File: src/rtl/charlieplex_pkg.sv
// Shared definitions for the charlieplexed key scanner: sizing helpers and FSM states.
package charlieplex_pkg;

  typedef enum logic [2:0] {IDLE, SETTLE, SAMPLE, EMIT, NEXT} state_e;

  function automatic int key_count(input int pins);
    return pins * (pins - 1);
  endfunction

  function automatic int index_bits(input int pins);
    return $clog2(pins * (pins - 1));
  endfunction

  function automatic int pin_bits(input int pins);
    return $clog2(pins);
  endfunction

endpackage

File: src/rtl/charlieplex_scanner_if.sv
// Pin bus plus key-event handshake between the scanner (master) and its consumer (slave).
interface charlieplex_scanner_if #(parameter int PINCOUNT = 4);
  localparam int KEYCOUNT  = charlieplex_pkg::key_count(PINCOUNT);
  localparam int INDEXBITS = charlieplex_pkg::index_bits(PINCOUNT);

  logic                 enable;
  logic [PINCOUNT-1:0]  pin_out_en;
  logic [PINCOUNT-1:0]  pin_out_value;
  logic [PINCOUNT-1:0]  pin_in;
  logic                 ev_valid;
  logic                 ev_ready;
  logic [INDEXBITS-1:0] ev_key;
  logic                 ev_pressed;
  logic [KEYCOUNT-1:0]  keys;

  modport master (input  enable, pin_in, ev_ready,
                  output pin_out_en, pin_out_value, ev_valid, ev_key, ev_pressed, keys);
  modport slave  (output enable, pin_in, ev_ready,
                  input  pin_out_en, pin_out_value, ev_valid, ev_key, ev_pressed, keys);
endinterface

File: src/rtl/charlieplex_scanner_keyindex.sv
// Maps a (driven pin, sense pin) pair to its flat key index.
module charlieplex_keyindex
  import charlieplex_pkg::*;
#(
  parameter  int PINCOUNT = 4,
  localparam int DW = pin_bits(PINCOUNT),
  localparam int IW = index_bits(PINCOUNT)
) (
  input  logic [DW-1:0] d,
  input  logic [DW-1:0] s,
  output logic [IW-1:0] k
);
  logic [IW-1:0] col;

  // The driven pin is skipped in its own row, so senses above it shift down by one.
  always_comb begin
    col = (s < d) ? IW'(s) : IW'(s) - IW'(1);
    k   = IW'(d) * IW'(PINCOUNT - 1) + col;
  end
endmodule

File: src/rtl/charlieplex_scanner.sv
// Row-by-row charlieplex scanner with two-scan debounce and a ready/valid change-event stream.
module charlieplex_scanner
  import charlieplex_pkg::*;
#(
  parameter int PINCOUNT      = 4,
  parameter int SETTLE_CYCLES = 3
) (
  input  logic clk,
  input  logic rst,
  charlieplex_scanner_if.master io
);
  localparam int DW = pin_bits(PINCOUNT);
  localparam int IW = index_bits(PINCOUNT);
  localparam int RW = PINCOUNT - 1;

  // Row-major key matrix: bit [d][j] sits at flat index d*RW + j.
  typedef logic [PINCOUNT-1:0][RW-1:0] matrix_t;

  state_e        state_q, state_d;
  logic [DW-1:0] d_q, d_d;
  logic [7:0]    cnt_q, cnt_d;
  logic [RW-1:0] pend_q, pend_d;
  matrix_t       keys_q, keys_d, raw_prev_q, raw_prev_d;

  logic [RW-1:0] row_raw, chg, pend_clr;
  logic [DW-1:0] sel_j, sel_s;
  logic [IW-1:0] key_idx;
  logic          ev_valid;

  always_comb begin
    row_raw = '0;
    for (int j = 0; j < RW; j++)
      row_raw[j] = ~io.pin_in[(DW'(j) < d_q) ? DW'(j) : DW'(j + 1)];
    // Debounce: flip only when two consecutive scans agree on a new level.
    chg = (row_raw ~^ raw_prev_q[d_q]) & (row_raw ^ keys_q[d_q]);
    sel_j = '0;
    for (int j = RW - 1; j >= 0; j--)
      if (pend_q[j]) sel_j = DW'(j);
    sel_s    = (sel_j < d_q) ? sel_j : sel_j + DW'(1);
    pend_clr = pend_q & ~(RW'(1) << sel_j);
  end

  charlieplex_keyindex #(.PINCOUNT(PINCOUNT)) u_keyindex (
    .d (d_q),
    .s (sel_s),
    .k (key_idx)
  );

  always_comb begin
    state_d    = state_q;
    d_d        = d_q;
    cnt_d      = cnt_q;
    pend_d     = pend_q;
    keys_d     = keys_q;
    raw_prev_d = raw_prev_q;
    case (state_q)
      IDLE: if (io.enable) begin
        state_d = SETTLE;
        cnt_d   = '0;
      end
      SETTLE: begin
        if (cnt_q == 8'(SETTLE_CYCLES - 1)) state_d = SAMPLE;
        else                                cnt_d   = cnt_q + 8'd1;
      end
      SAMPLE: begin
        raw_prev_d[d_q] = row_raw;
        pend_d          = chg;
        state_d         = (|chg) ? EMIT : NEXT;
      end
      EMIT: if (io.ev_ready) begin
        keys_d[d_q][sel_j] = ~keys_q[d_q][sel_j];
        pend_d             = pend_clr;
        if (pend_clr == '0) state_d = NEXT;
      end
      NEXT: begin
        d_d     = (d_q == DW'(PINCOUNT - 1)) ? '0 : d_q + DW'(1);
        cnt_d   = '0;
        state_d = io.enable ? SETTLE : IDLE;
      end
      default: state_d = IDLE;
    endcase
  end

  always_ff @(posedge clk or posedge rst) begin
    if (rst) begin
      state_q    <= IDLE;
      d_q        <= '0;
      cnt_q      <= '0;
      pend_q     <= '0;
      keys_q     <= '0;
      raw_prev_q <= '0;
    end else begin
      state_q    <= state_d;
      d_q        <= d_d;
      cnt_q      <= cnt_d;
      pend_q     <= pend_d;
      keys_q     <= keys_d;
      raw_prev_q <= raw_prev_d;
    end
  end

  // Only ever pull one pin low; everything else floats on the external pull-ups.
  assign ev_valid         = (state_q == EMIT);
  assign io.pin_out_en    = (state_q == IDLE) ? '0 : (PINCOUNT'(1) << d_q);
  assign io.pin_out_value = '0;
  assign io.ev_valid      = ev_valid;
  assign io.ev_key        = ev_valid ? key_idx : '0;
  assign io.ev_pressed    = ev_valid & ~keys_q[d_q][sel_j];
  assign io.keys          = keys_q;

endmodule

File: src/flat_wrapper.sv
// flat-port wrapper written by rule: the top's interface ports become plain ports
module charlieplex_scanner_flat import charlieplex_pkg::*;
#(
  parameter int PINCOUNT      = 4,
  parameter int SETTLE_CYCLES = 3
)
  (clk, rst, io_enable, io_pin_in, io_ev_ready, io_pin_out_en, io_pin_out_value, io_ev_valid, io_ev_key, io_ev_pressed, io_keys);
  charlieplex_scanner_if #(.PINCOUNT(PINCOUNT)) io_i ();
  input  logic clk;
  input  logic rst;
  input wire logic [$bits(io_i.enable)-1:0] io_enable;
  input wire logic [$bits(io_i.pin_in)-1:0] io_pin_in;
  input wire logic [$bits(io_i.ev_ready)-1:0] io_ev_ready;
  output wire logic [$bits(io_i.pin_out_en)-1:0] io_pin_out_en;
  output wire logic [$bits(io_i.pin_out_value)-1:0] io_pin_out_value;
  output wire logic [$bits(io_i.ev_valid)-1:0] io_ev_valid;
  output wire logic [$bits(io_i.ev_key)-1:0] io_ev_key;
  output wire logic [$bits(io_i.ev_pressed)-1:0] io_ev_pressed;
  output wire logic [$bits(io_i.keys)-1:0] io_keys;
  assign io_i.enable = io_enable;
  assign io_i.pin_in = io_pin_in;
  assign io_i.ev_ready = io_ev_ready;
  assign io_pin_out_en = io_i.pin_out_en;
  assign io_pin_out_value = io_i.pin_out_value;
  assign io_ev_valid = io_i.ev_valid;
  assign io_ev_key = io_i.ev_key;
  assign io_ev_pressed = io_i.ev_pressed;
  assign io_keys = io_i.keys;
  charlieplex_scanner #(.PINCOUNT(PINCOUNT), .SETTLE_CYCLES(SETTLE_CYCLES)) u_core (.clk(clk), .rst(rst), .io(io_i));
endmodule
File: config.mk
export PLATFORM = sky130hd
export DESIGN_NAME = charlieplex_scanner_flat
export DESIGN_NICKNAME = d
export VERILOG_FILES = /design/src/rtl/charlieplex_pkg.sv /design/src/rtl/charlieplex_scanner_if.sv /design/src/rtl/charlieplex_scanner_keyindex.sv /design/src/rtl/charlieplex_scanner.sv /design/src/flat_wrapper.sv
export SDC_FILE = /design/constraint.sdc
export NUM_CORES = 1
export LEC_CHECK = 0
export BUFFER_PORTS_ARGS = -buffer_cell sky130_fd_sc_hd__buf_4
export CAP_MARGIN = 5
export CELL_PAD_IN_SITES_DETAIL_PLACEMENT = 1
export CELL_PAD_IN_SITES_GLOBAL_PLACEMENT = 2
export CORE_MARGIN = 2
export CORE_UTILIZATION = 32
export CTS_CLUSTER_SIZE = 30
export DETAILED_ROUTE_END_ITERATION = 10
export GPL_TIMING_DRIVEN = 0
export PLACE_DENSITY = 0.84
export SYNTH_ARGS = -nofsm -noshare
export SYNTH_HDL_FRONTEND = slang
export SYNTH_HIERARCHICAL = 1
export SYNTH_SLANG_ARGS = --single-unit
File: constraint.sdc
create_clock -name clk -period 3.55 [get_ports clk]
set_input_delay 0.355 -clock clk [delete_from_list [all_inputs] [get_ports clk]]
set_output_delay 0.355 -clock clk [all_outputs]
set_load 0.02 [all_outputs]
## After elaboration in Yosys (flattened, before gate mapping)

Cells that the tools add are included.

| word-level totals | value |
|---|---|
| register bits after elaboration | 40 |
| input port bits | 8 |

| operators by class | value |
|---|---|
| add/sub/neg operators | 5 |
| multipliers | 1 |
| $lt $le $gt $ge | 12 |
| eq/ne operators | 11 |
| shift-type cells | 2 |
| multiplexer cells | 46 |
| bitwise operators | 10 |
| reduce and logical (&&, ||, !) cells | 11 |

Operator list:

| operator | number |
|---|---|
| 2-to-1 mux 3 bit | 10 |
| bitwise mux 12 bit | 2 |
| case mux 8 bit (3 select lines) | 1 |
| 2-to-1 mux 8 bit | 2 |
| case mux 3 bit (5 select lines) | 1 |
| binary-select mux 3 bit (select 2 bit) | 2 |
| demux 3 bit (select 2 bit) | 2 |
| < comparator 2 x 4 -> 1 bit (second input constant) | 3 |
| 2-to-1 mux 2 bit | 6 |
| 2-to-1 mux 4 bit | 3 |
| 2-to-1 mux 1 bit | 11 |
| adder 8 x 1 -> 8 bit (second input constant) | 1 |
| binary-select mux 1 bit (select 2 bit) | 4 |
| equality test 8 x 2 -> 1 bit (second input constant) | 1 |
| != test 2 bit (second input constant) | 4 |
| bitwise AND 3 bit | 2 |
| equality test 3 x 2 -> 1 bit (second input constant) | 2 |
| zero test 3 bit | 2 |
| < comparator 2 x 3 -> 1 bit (second input constant) | 2 |
| case mux 3 bit (2 select lines) | 1 |
| adder 2 x 1 -> 2 bit (second input constant) | 2 |
| adder 4 bit | 1 |
| greater-or-equal comparator 2 x 1 -> 1 bit (second input constant) | 2 |
| < comparator 1 x 2 -> 1 bit (first input constant) | 2 |
| 23 further kinds | 29 |

## Logic depth before layout (Yosys ltp)

Gate-level depths: netlist of the first run.

| logic depth | value |
|---|---|
| depth in word-level cells | 11 |
| gate-level depth with buffers | 17 |
| gate-level depth less buffers | 17 |

## Hierarchy

The synthesis of the first run kept the hierarchy.

Modules (own cells, without submodules):

| module | instances | cells an instance | area an instance (µm²) |
|---|---|---|---|
| charlieplex_scanner | 1 | 227 | 2192.1 |
| charlieplex_keyindex | 1 | 23 | 193.9 |

## Worst setup path after synthesis of the first run

Ideal clock, no wire load.

| timing | value |
|---|---|
| kind | register to output |
| from | register u_core.d_q[1] |
| to | output port io_ev_key[2] |
| arrival time | 3.473 ns |
| setup slack | -0.278 ns |
| cell stages (with the launch flop) | 17 |
| buffers on the path | 2 |
| cells stage by stage | dfrtp_1 buf_6 buf_12 inv_1 ha_1 nor2_1 a211oi_1 ha_1 a21oi_2 mux2_4 fa_1 inv_1 ha_1 inv_1 fa_1 inv_1 and2_1 |

| between the ends | value |
|---|---|
| word-level cells in the longest chain between the ends | 6 |
| elaborated cells between the ends (all ways) | 8 |
| classes of those cells | add/sub (2); mul (1); order compare (2); mux (3) |

RTL lines:

| element | line | source |
|---|---|---|
| start, declared | charlieplex_scanner.sv:20 | `logic [DW-1:0] d_q, d_d;` |
| start signal, assigned | charlieplex_scanner.sv:87 | `d_q <= '0;` |
| start signal, assigned | charlieplex_scanner.sv:94 | `d_q <= d_d;` |
| < comparator 2 bit (*) | charlieplex_scanner.sv:39 | `sel_s = (sel_j < d_q) ? sel_j : sel_j + DW'(1);` |
| 2-to-1 mux 2 bit (*) | charlieplex_scanner.sv:39 |  |
| via u_core.sel_s[1] | charlieplex_scanner.sv:26 | `logic [DW-1:0] sel_j, sel_s;` |
| subtractor 2 x 1 -> 3 bit or < comparator 2 bit (tied branches) | charlieplex_scanner_keyindex.sv:17 | `col = (s < d) ? IW'(s) : IW'(s) - IW'(1);` |
| 2-to-1 mux 4 bit (*) | charlieplex_scanner_keyindex.sv:17 |  |
| adder 4 bit (*) | charlieplex_scanner_keyindex.sv:18 | `k = IW'(d) * IW'(PINCOUNT - 1) + col;` |
| via u_core.key_idx[2] | charlieplex_scanner.sv:27 | `logic [IW-1:0] key_idx;` |
| 2-to-1 mux 4 bit (*) | charlieplex_scanner.sv:107 | `assign io.ev_key = ev_valid ? key_idx : '0;` |
| end, declared | flat_wrapper.sv:17 | `output wire logic [$bits(io_i.ev_key)-1:0] io_ev_key;` |

The timed path passes the listed nets; every way through them passes the cells marked *.

## Final worst setup path of the first run

| timing | value |
|---|---|
| from | register u_core.pend_q[0] |
| to | output port io_ev_key[2] |

| between the ends | value |
|---|---|
| word-level cells in the longest chain between the ends | 7 |
| elaborated cells between the ends (all ways) | 9 |
| classes of those cells | add/sub (3); order compare (2); mux (4) |

RTL lines:

| element | line | source |
|---|---|---|
| start, declared | charlieplex_scanner.sv:22 | `logic [RW-1:0] pend_q, pend_d;` |
| start signal, assigned | charlieplex_scanner.sv:96 | `pend_q <= pend_d;` |
| 2-to-1 mux 2 bit (*) | charlieplex_scanner.sv:38 | `if (pend_q[j]) sel_j = DW'(j);` |
| adder 2 x 1 -> 2 bit or < comparator 2 bit (tied branches) | charlieplex_scanner.sv:39 |  |
| 2-to-1 mux 2 bit (*) | charlieplex_scanner.sv:39 |  |
| via u_core.sel_s[1] | charlieplex_scanner.sv:26 |  |
| subtractor 2 x 1 -> 3 bit or < comparator 2 bit (tied branches) | charlieplex_scanner_keyindex.sv:17 |  |
| 2-to-1 mux 4 bit (*) | charlieplex_scanner_keyindex.sv:17 |  |
| adder 4 bit (*) | charlieplex_scanner_keyindex.sv:18 |  |
| via u_core.key_idx[2] | charlieplex_scanner.sv:27 |  |
| 2-to-1 mux 4 bit (*) | charlieplex_scanner.sv:107 |  |

Marked as above.

==> results of run 1 <==
[repair_timing]
action | CTS | global route
endpoints found under the setup margin | 3 | 3
setup buffers | 9 | 2
pin swaps | 5 | 9
resized for setup | 11 | 9
[kinds of logic after synthesis]
| group | Yosys count | synth area share (%) |
|---|---|---|
| multiplexers | 22 | 12.38 |
| adder cells (fa/ha/maj) | 14 | 7.971 |
| AND/OR/NAND/NOR | 80 | 18.09 |
| other | 1 | 0.1572 |
| flip-flops | 36 | 37.76 |
| buffers and inverters | 30 | 6.450 |
| XOR/XNOR | 1 | 0.3671 |
| AO/OA/AOI/OAI | 66 | 16.83 |
[through the flow]
step | hold slack (ns) | worst slack, ns | total power (uW) | cells | util (%)
4_1_cts | 0.2455 | -0.5687 | 2849 | 396 | 40.87
2_1_floorplan | 0.4375 | -0.07986 | 1855 | 253 | -
3_5_place_dp | 0.4663 | -0.5221 | 2345 | 380 | 38.07
3_3_place_gp | 0.4624 | -0.3930 | 2273 | 380 | 38.07
5_1_grt | 0.2695 | -0.7325 | 3193 | 398 | 41.61
6_report | 0.2051 | -0.5718 | 2937 | 398 | 41.61
[registers in the layout (all words and copies together) (netlist names)]
register,cells
u_core/cnt_q,8
u_core/d_q,2
u_core/state_q,3
u_core/raw_prev_q,8
u_core/pend_q,3
u_core/io.keys,12
[area by class of cell]
type / count / area, um^2 / share of cell area [%]
Clock inverter: 1 / 30.03 / 0.9950
Sequential cell: 36 / 904.6 / 29.98
Buffer: 15 / 81.33 / 2.695
Tap cell: 99 / 123.9 / 4.104
Clock buffer: 7 / 96.34 / 3.192
Timing Repair Buffer: 39 / 304.0 / 10.07
Multi-Input combinational cell: 187 / 1420 / 47.06
Inverter: 14 / 57.56 / 1.907
[cell usage after synthesis (2+ instances only)]
library cell,number
o21ai_0,18
and2b_2,4
buf_2,2
o31ai_1,4
ha_1,12
mux2_4,2
nor2b_1,8
and2_1,7
a21oi_1,14
mux2i_1,7
nor2_1,16
and3_1,4
mux4_2,3
nor3_1,8
o21ai_1,2
nand2b_1,5
inv_1,14
mux2_2,9
nand3_1,4
fa_1,2
nand2_1,16
a31oi_1,14
dfrtp_1,36
buf_4,4
o21a_1,4
clkbuf_1,8
[power breakdown]
part	switching, uW	internal (uW)	total, uW	leakage (uW)
Clock	154	248	402	0.0000645
Combinational	991	872	1860	0.000852
Sequential	129	544	673	0.000462
Total	1270	1660	2940	0.00138
[layer usage]
layer / vias to the layer above / share of wire, % / global-route usage (%)
li1: 970 / - / -
met1: 1024 / 48 / 21.30
met2: 21 / 49 / 28.45
met3: 4 / 1.8 / 2.337
met4: 0 / 0.94 / 3.462
met5: - / 0 / 0
[worst max-delay path: cells and delay by family, from the launching register on]
family | cells | cell delay [ns]
fa+ha+maj | 5 | 1.66
buf+inv | 5 | 0.32
flops | 1 | 0.43
simple gates | 4 | 0.47
mux | 1 | 0.32
compound gates | 2 | 0.27
[cells in the final DEF (no fill, tap or decap), types with 5 or more instances in the layout]
cell	count
a31oi_1	14
buf_4	40
clkbuf_8	7
nor3_1	8
mux2_2	9
inv_1	8
clkbuf_1	8
o21ai_0	18
nor2_1	14
nor2b_1	8
dfrtp_1	33
ha_1	10
nand2_1	15
nand2b_1	5
mux2i_1	7
a21oi_1	14
[worst paths after layout]
path / start / to / cells past startpoint
setup / recovery: u_core/pend_q[0] / io_ev_key[2] / 17
hold / removal: rst / u_core/cnt_q[0] / 2
setup reg to reg: u_core/d_q[0] / u_core/state_q[1] / 7
hold reg to reg: u_core/cnt_q[7] / u_core/cnt_q[7] / 1
max in group asynchronous: rst / u_core/pend_q[2] / 2
min in group clk: io_pin_in[1] / u_core/raw_prev_q[0] / 2
==> results.md, run 1 <==
- # hold bufs at CTS: 0
- Synth Cell Area: 2386 um^2
- Pin count of the biggest net entering global routing: 37
- CTS tree: yes
- Cells along the critical path: nor2_4 > nand2_4 > inv_4 > ha_4 > nor2_4 > a211oi_4 > ha_1 > a21oi_2 > mux2_4 > fa_1 > inv_2 > ha_4 > inv_2 > fa_2 > inv_2 > and2_4 > buf_6
- Outcome: complete, but fails checks
- Row count: 31
- GPL Wtd Cong: 0.7219
- Slowest-stage cell, CP: fa_2
- RSZ-0062 raised after global routing: yes
- WP data arrival: 3.77 ns
- Most used cell, CP: inv_2
- Tmin final: 4.122 ns
- Failing checks: negative setup slack
- Placed Area: 2761 um^2
- Area Growth Syn to Fin: 26.48%
- Die area: 8163 um^2
- IO Port Bufs: 28
- Syn Inst Count: 250
- Warning count from the yosys run: 6
- Synth area leader: dfrtp_1
- PwrDens: 973.2 nW/um^2
- Seq/Total Area, Yosys: 37.76%
- Final Max Tran Viols: 0
- Vias: 2,019
- Number of global-route vias before repair: 2,107
- VDD IR max: 0.0002957 V
- Initial Utilization: 32.90%
- Htree depth: 2
- Setup violators final: 3
- Pleak: 0.001379 uW
- Io pins: 34
- Worst Hold Class: in -> async
- Die H: 90.35 um
- GRT Overall Usage: 16.22%
- Final net count: 320
- Detailed-route vias per instance: 5.073
- Die Width: 90.35 um
- CP startpoint kind: flop
- Antenna violations before repair: 0
- Seq cells post-synth: 36
- Worst-margin pin slew: 0.8045 ns
- Design area: 3018 um^2
- EDFF count, synth: 0
- Post-Route WL: 6.265 mm
- Asr flop ratio synth: 100.0%
- Synth area leaders: dfrtp_1 38%, ha_1 6.3%, mux2_2 4.2%
- R2R setup slack: 0.70 ns
- GRT overflow: 0
- Fill cells: 849
- Detailed-router iteration count before antenna repair: 4
- Post-route setup slack: -0.5718 ns
- Clock Tree Root: clkbuf_8
- HPWL Detailed: 4.590 mm
- Clk buf depth: 2
- Synth Area per Inst: 9.544 um^2
- Routed Antenna Nets: 0
- Setup tns final: -1.210 ns
- N_diodes: 0
- Area share of the largest cell type after synthesis: 37.76%
- Clock skew: 0.009338 ns
- DRC viols: 0
- Fin crit share: 116.1%
- Worst-case headroom to the max-slew limit: 46.37%
- Fmax: 0.2426 GHz
- Worst setup EP type: output pin
- Layout cells sized above 1: 32.78%
- Clock Sinks: 36
- First-pass GRT wire length: 10.73 mm
- Distinct cell type count after synthesis: 49
- Max incr delay on CP: 0.52 ns
- Clock Latency Late Sink: 0.29 ns
- Critical setup path kind: reg -> out
- CTS buffer count: 5
- Count of final hold-check violations: 0
- Crit-path max FO: 2
- Synth Flop Type: dfrtp_1
- DR WL/cell: 15.74 um
- CTS clk-pin slew, worst paths: 0.08 ns
- Max-Cap Viols: 0
- Critical path data required time: 3.19 ns
- Initial drt markers: 91
- Core ar.: 7253 um^2
(Power assumes the default switching activity.)
==> inputs of run 2 (changes only) <==
==> constraint.sdc (replaced) <==
create_clock -name clk -period 3.55 [get_ports clk]
set_input_delay 0.355 -clock clk [delete_from_list [all_inputs] [get_ports clk]]
set_output_delay 0.355 -clock clk [all_outputs]
set_load 0.05 [all_outputs]
==> results.md, run 2 (synthesis gave the netlist of run 1 again) <==
- Outcome: complete, but fails checks
- Failing checks: negative setup slack
- Pleak: 0.001360 uW (-1.3%)
- Routed Antenna Nets: 0 (unchanged)
- Tmin final: 4.055 ns (-0.06688 ns)
- Critical setup path kind: reg -> out
- Crit-path max FO: 2 (unchanged)
- Initial drt markers: 100 (+9.9%)
- Post-route setup slack: -0.5049 ns (+0.06688 ns)
- Worst-margin pin slew: 0.7755 ns (-0.02896 ns)
- Fmax: 0.2466 GHz (+1.6%)
- Worst Hold Class: in -> async
- Clk buf depth: 2 (unchanged)
- # hold bufs at CTS: 0 (unchanged)
- Post-Layout Cell Count: 399 (+0.25%)
- Die H: 90.35 um (unchanged)
- IO Port Bufs: 28 (unchanged)
- Worst-case headroom to the max-slew limit: 48.22% (+1.9 points)
- Max-Cap Viols: 0 (unchanged)
- GPL Wtd Cong: 0.7253 (+0.47%)
- Clock Latency Late Sink: 0.29 ns (about the same)
- GRT overflow: 0 (unchanged)
- Setup violators final: 3 (unchanged)
- Reg2Reg Capture Point: u_core/state_q[1]
- CP startpoint kind: flop
- Worst setup EP type: output pin
- Core ar.: 7253 um^2 (unchanged)
- Final Max Tran Viols: 0 (unchanged)
- Count of final hold-check violations: 0 (unchanged)
- DR WL/cell: 15.37 um (-2.4%)
- Io pins: 34 (unchanged)
- HPWL Detailed: 4.452 mm (-3.0%)
- N_diodes: 0 (unchanged)
- Pin count of the biggest net entering global routing: 37 (unchanged)
- Final net count: 321 (+0.31%)
- PwrDens: 1020 nW/um^2 (+4.8%)
- Post-Route WL: 6.131 mm (-2.1%)
- Htree depth: 2 (unchanged)
- R2R setup slack: 0.72 ns (+0.02 ns)
- Most common cell after layout, fill and taps aside: buf_4
- CTS clk-pin slew, worst paths: 0.08 ns (about the same)
- Post-layout util: 41.07% (-0.53 points)
- Row count: 31 (unchanged)
- DRC viols: 0 (unchanged)
- RSZ-0062 raised after global routing: yes
- VDD IR max: 0.0004002 V (+35%)
- Clock Sinks: 36 (unchanged)
- Detailed-route vias per instance: 5.098 (+0.49%)
- Vias: 2,034 (+0.74%)
- Placed insts: 380 (unchanged)
- Initial Utilization: 32.90% (unchanged)
- GRT Overall Usage: 16.19% (-0.029 points)
- Largest register FFs: 12 (unchanged)
- Number of global-route vias before repair: 2,122 (+0.71%)
- CTS tree: yes
- R2R cell count: 7 (unchanged)
- Clock skew: 0.006327 ns (-0.003011 ns)
- Die Width: 90.35 um (unchanged)
- Critical path data required time: 3.19 ns (about the same)
- Layout cells sized above 1: 31.67% (-1.1 points)
- Detailed-router iteration count before antenna repair: 4 (unchanged)
- First-pass GRT wire length: 10.65 mm (-0.71%)
- WP data arrival: 3.70 ns (-0.07 ns)
- Area Growth Syn to Fin: 24.86%
- CTS buffer count: 5 (unchanged)
- Antenna violations before repair: 0 (unchanged)
- Fin crit share: 114.2% (-1.9 points)
- Die area: 8163 um^2 (unchanged)
- Clock Tree Root: clkbuf_8
- Reg-to-Reg Start: u_core/d_q[0]
- Setup tns final: -1.001 ns (+0.2088 ns)
- DP Worst Slack: -0.4888 ns (+0.03332 ns)
- Commonest non-fill, non-tap cells in the layout: 41 x buf_4, 34 x dfrtp_1, 18 x o21ai_0, 15 x nand2_1
## run 2: cell count changes in the layout (fill, tap and decap cells not counted), moves of 2 or more
cell      previous run  this run
clkbuf_1             8        10
inv_4                2         0
buf_8                0         3
buf_6                4         1
## run 2: worst max-delay path by stage
stage | startpoint | end | slack, ns | depth (start not counted)
floorplan | u_core/pend_q[0] | io_ev_key[2] | -0.14 | 16
global placement | u_core/d_q[1] | io_ev_key[2] | -0.44 | 17
detailed placement | u_core/d_q[1] | io_ev_key[2] | -0.49 | 17
CTS | u_core/pend_q[1] | io_ev_key[2] | -0.49 | 17
global route | u_core/pend_q[0] | io_ev_key[2] | -0.64 | 17
finish | u_core/pend_q[1] | io_ev_key[2] | -0.50 | 17
## run 2: layout make-up
cell class / instances / area [um^2]
plain buffers: 15 / 81.33
clock buffers: 8 / 90.09
fillers: 872 / 4274
inverters: 14 / 57.56
multi-input cells: 187 / 1400
flip-flops and latches: 36 / 903.4
well taps: 99 / 123.9
repair buffers: 40 / 322.8
## run 2: worst max-delay path, cell delays in order (launching register included)
cell,delay [ns]
dfrtp_2,0.44
nor2_4,0.12
nand2_2,0.07
inv_2,0.07
ha_4,0.20
nor2_4,0.09
a211oi_2,0.08
ha_1,0.33
a21oi_2,0.18
mux2_4,0.32
fa_1,0.45
inv_2,0.08
ha_4,0.12
inv_2,0.03
fa_2,0.52
inv_2,0.04
and2_4,0.13
buf_8,0.14
## run 2: where the power goes
group	internal [uW]	switching, uW
sequential	544	131
clock	158	149
combinational	870	1190
## run 2: through the flow
step	total power, uW	hold slack [ns]	instance area (um^2)
floorplan	2083	0.4375	2435
CTS	3026	0.2339	2952
detailed placement	2565	0.4718	2769
global route	3302	0.2808	2979
finish	3040	0.2118	2979
global placement	2498	0.4675	2769
## run 2: metal layers
| metal | global-route usage, % | vias up | part of all wire, % |
|---|---|---|---|
| met1 | 21.84 | 1009 | 48 |
| met4 | 5.000 | 0 | 1.3 |
| met5 | 0 | - | 0 |
| met3 | 2.254 | 5 | 3.4 |
| li1 | - | 979 | - |
| met2 | 27.01 | 41 | 47 |
## run 2: timing repair
item | in CTS | in global routing
gates cloned | 0 | 0
pin swaps | 5 | 4
endpoints found under the setup margin | 3 | 3
setup buffers | 9 | 3
resized for setup | 14 | 1
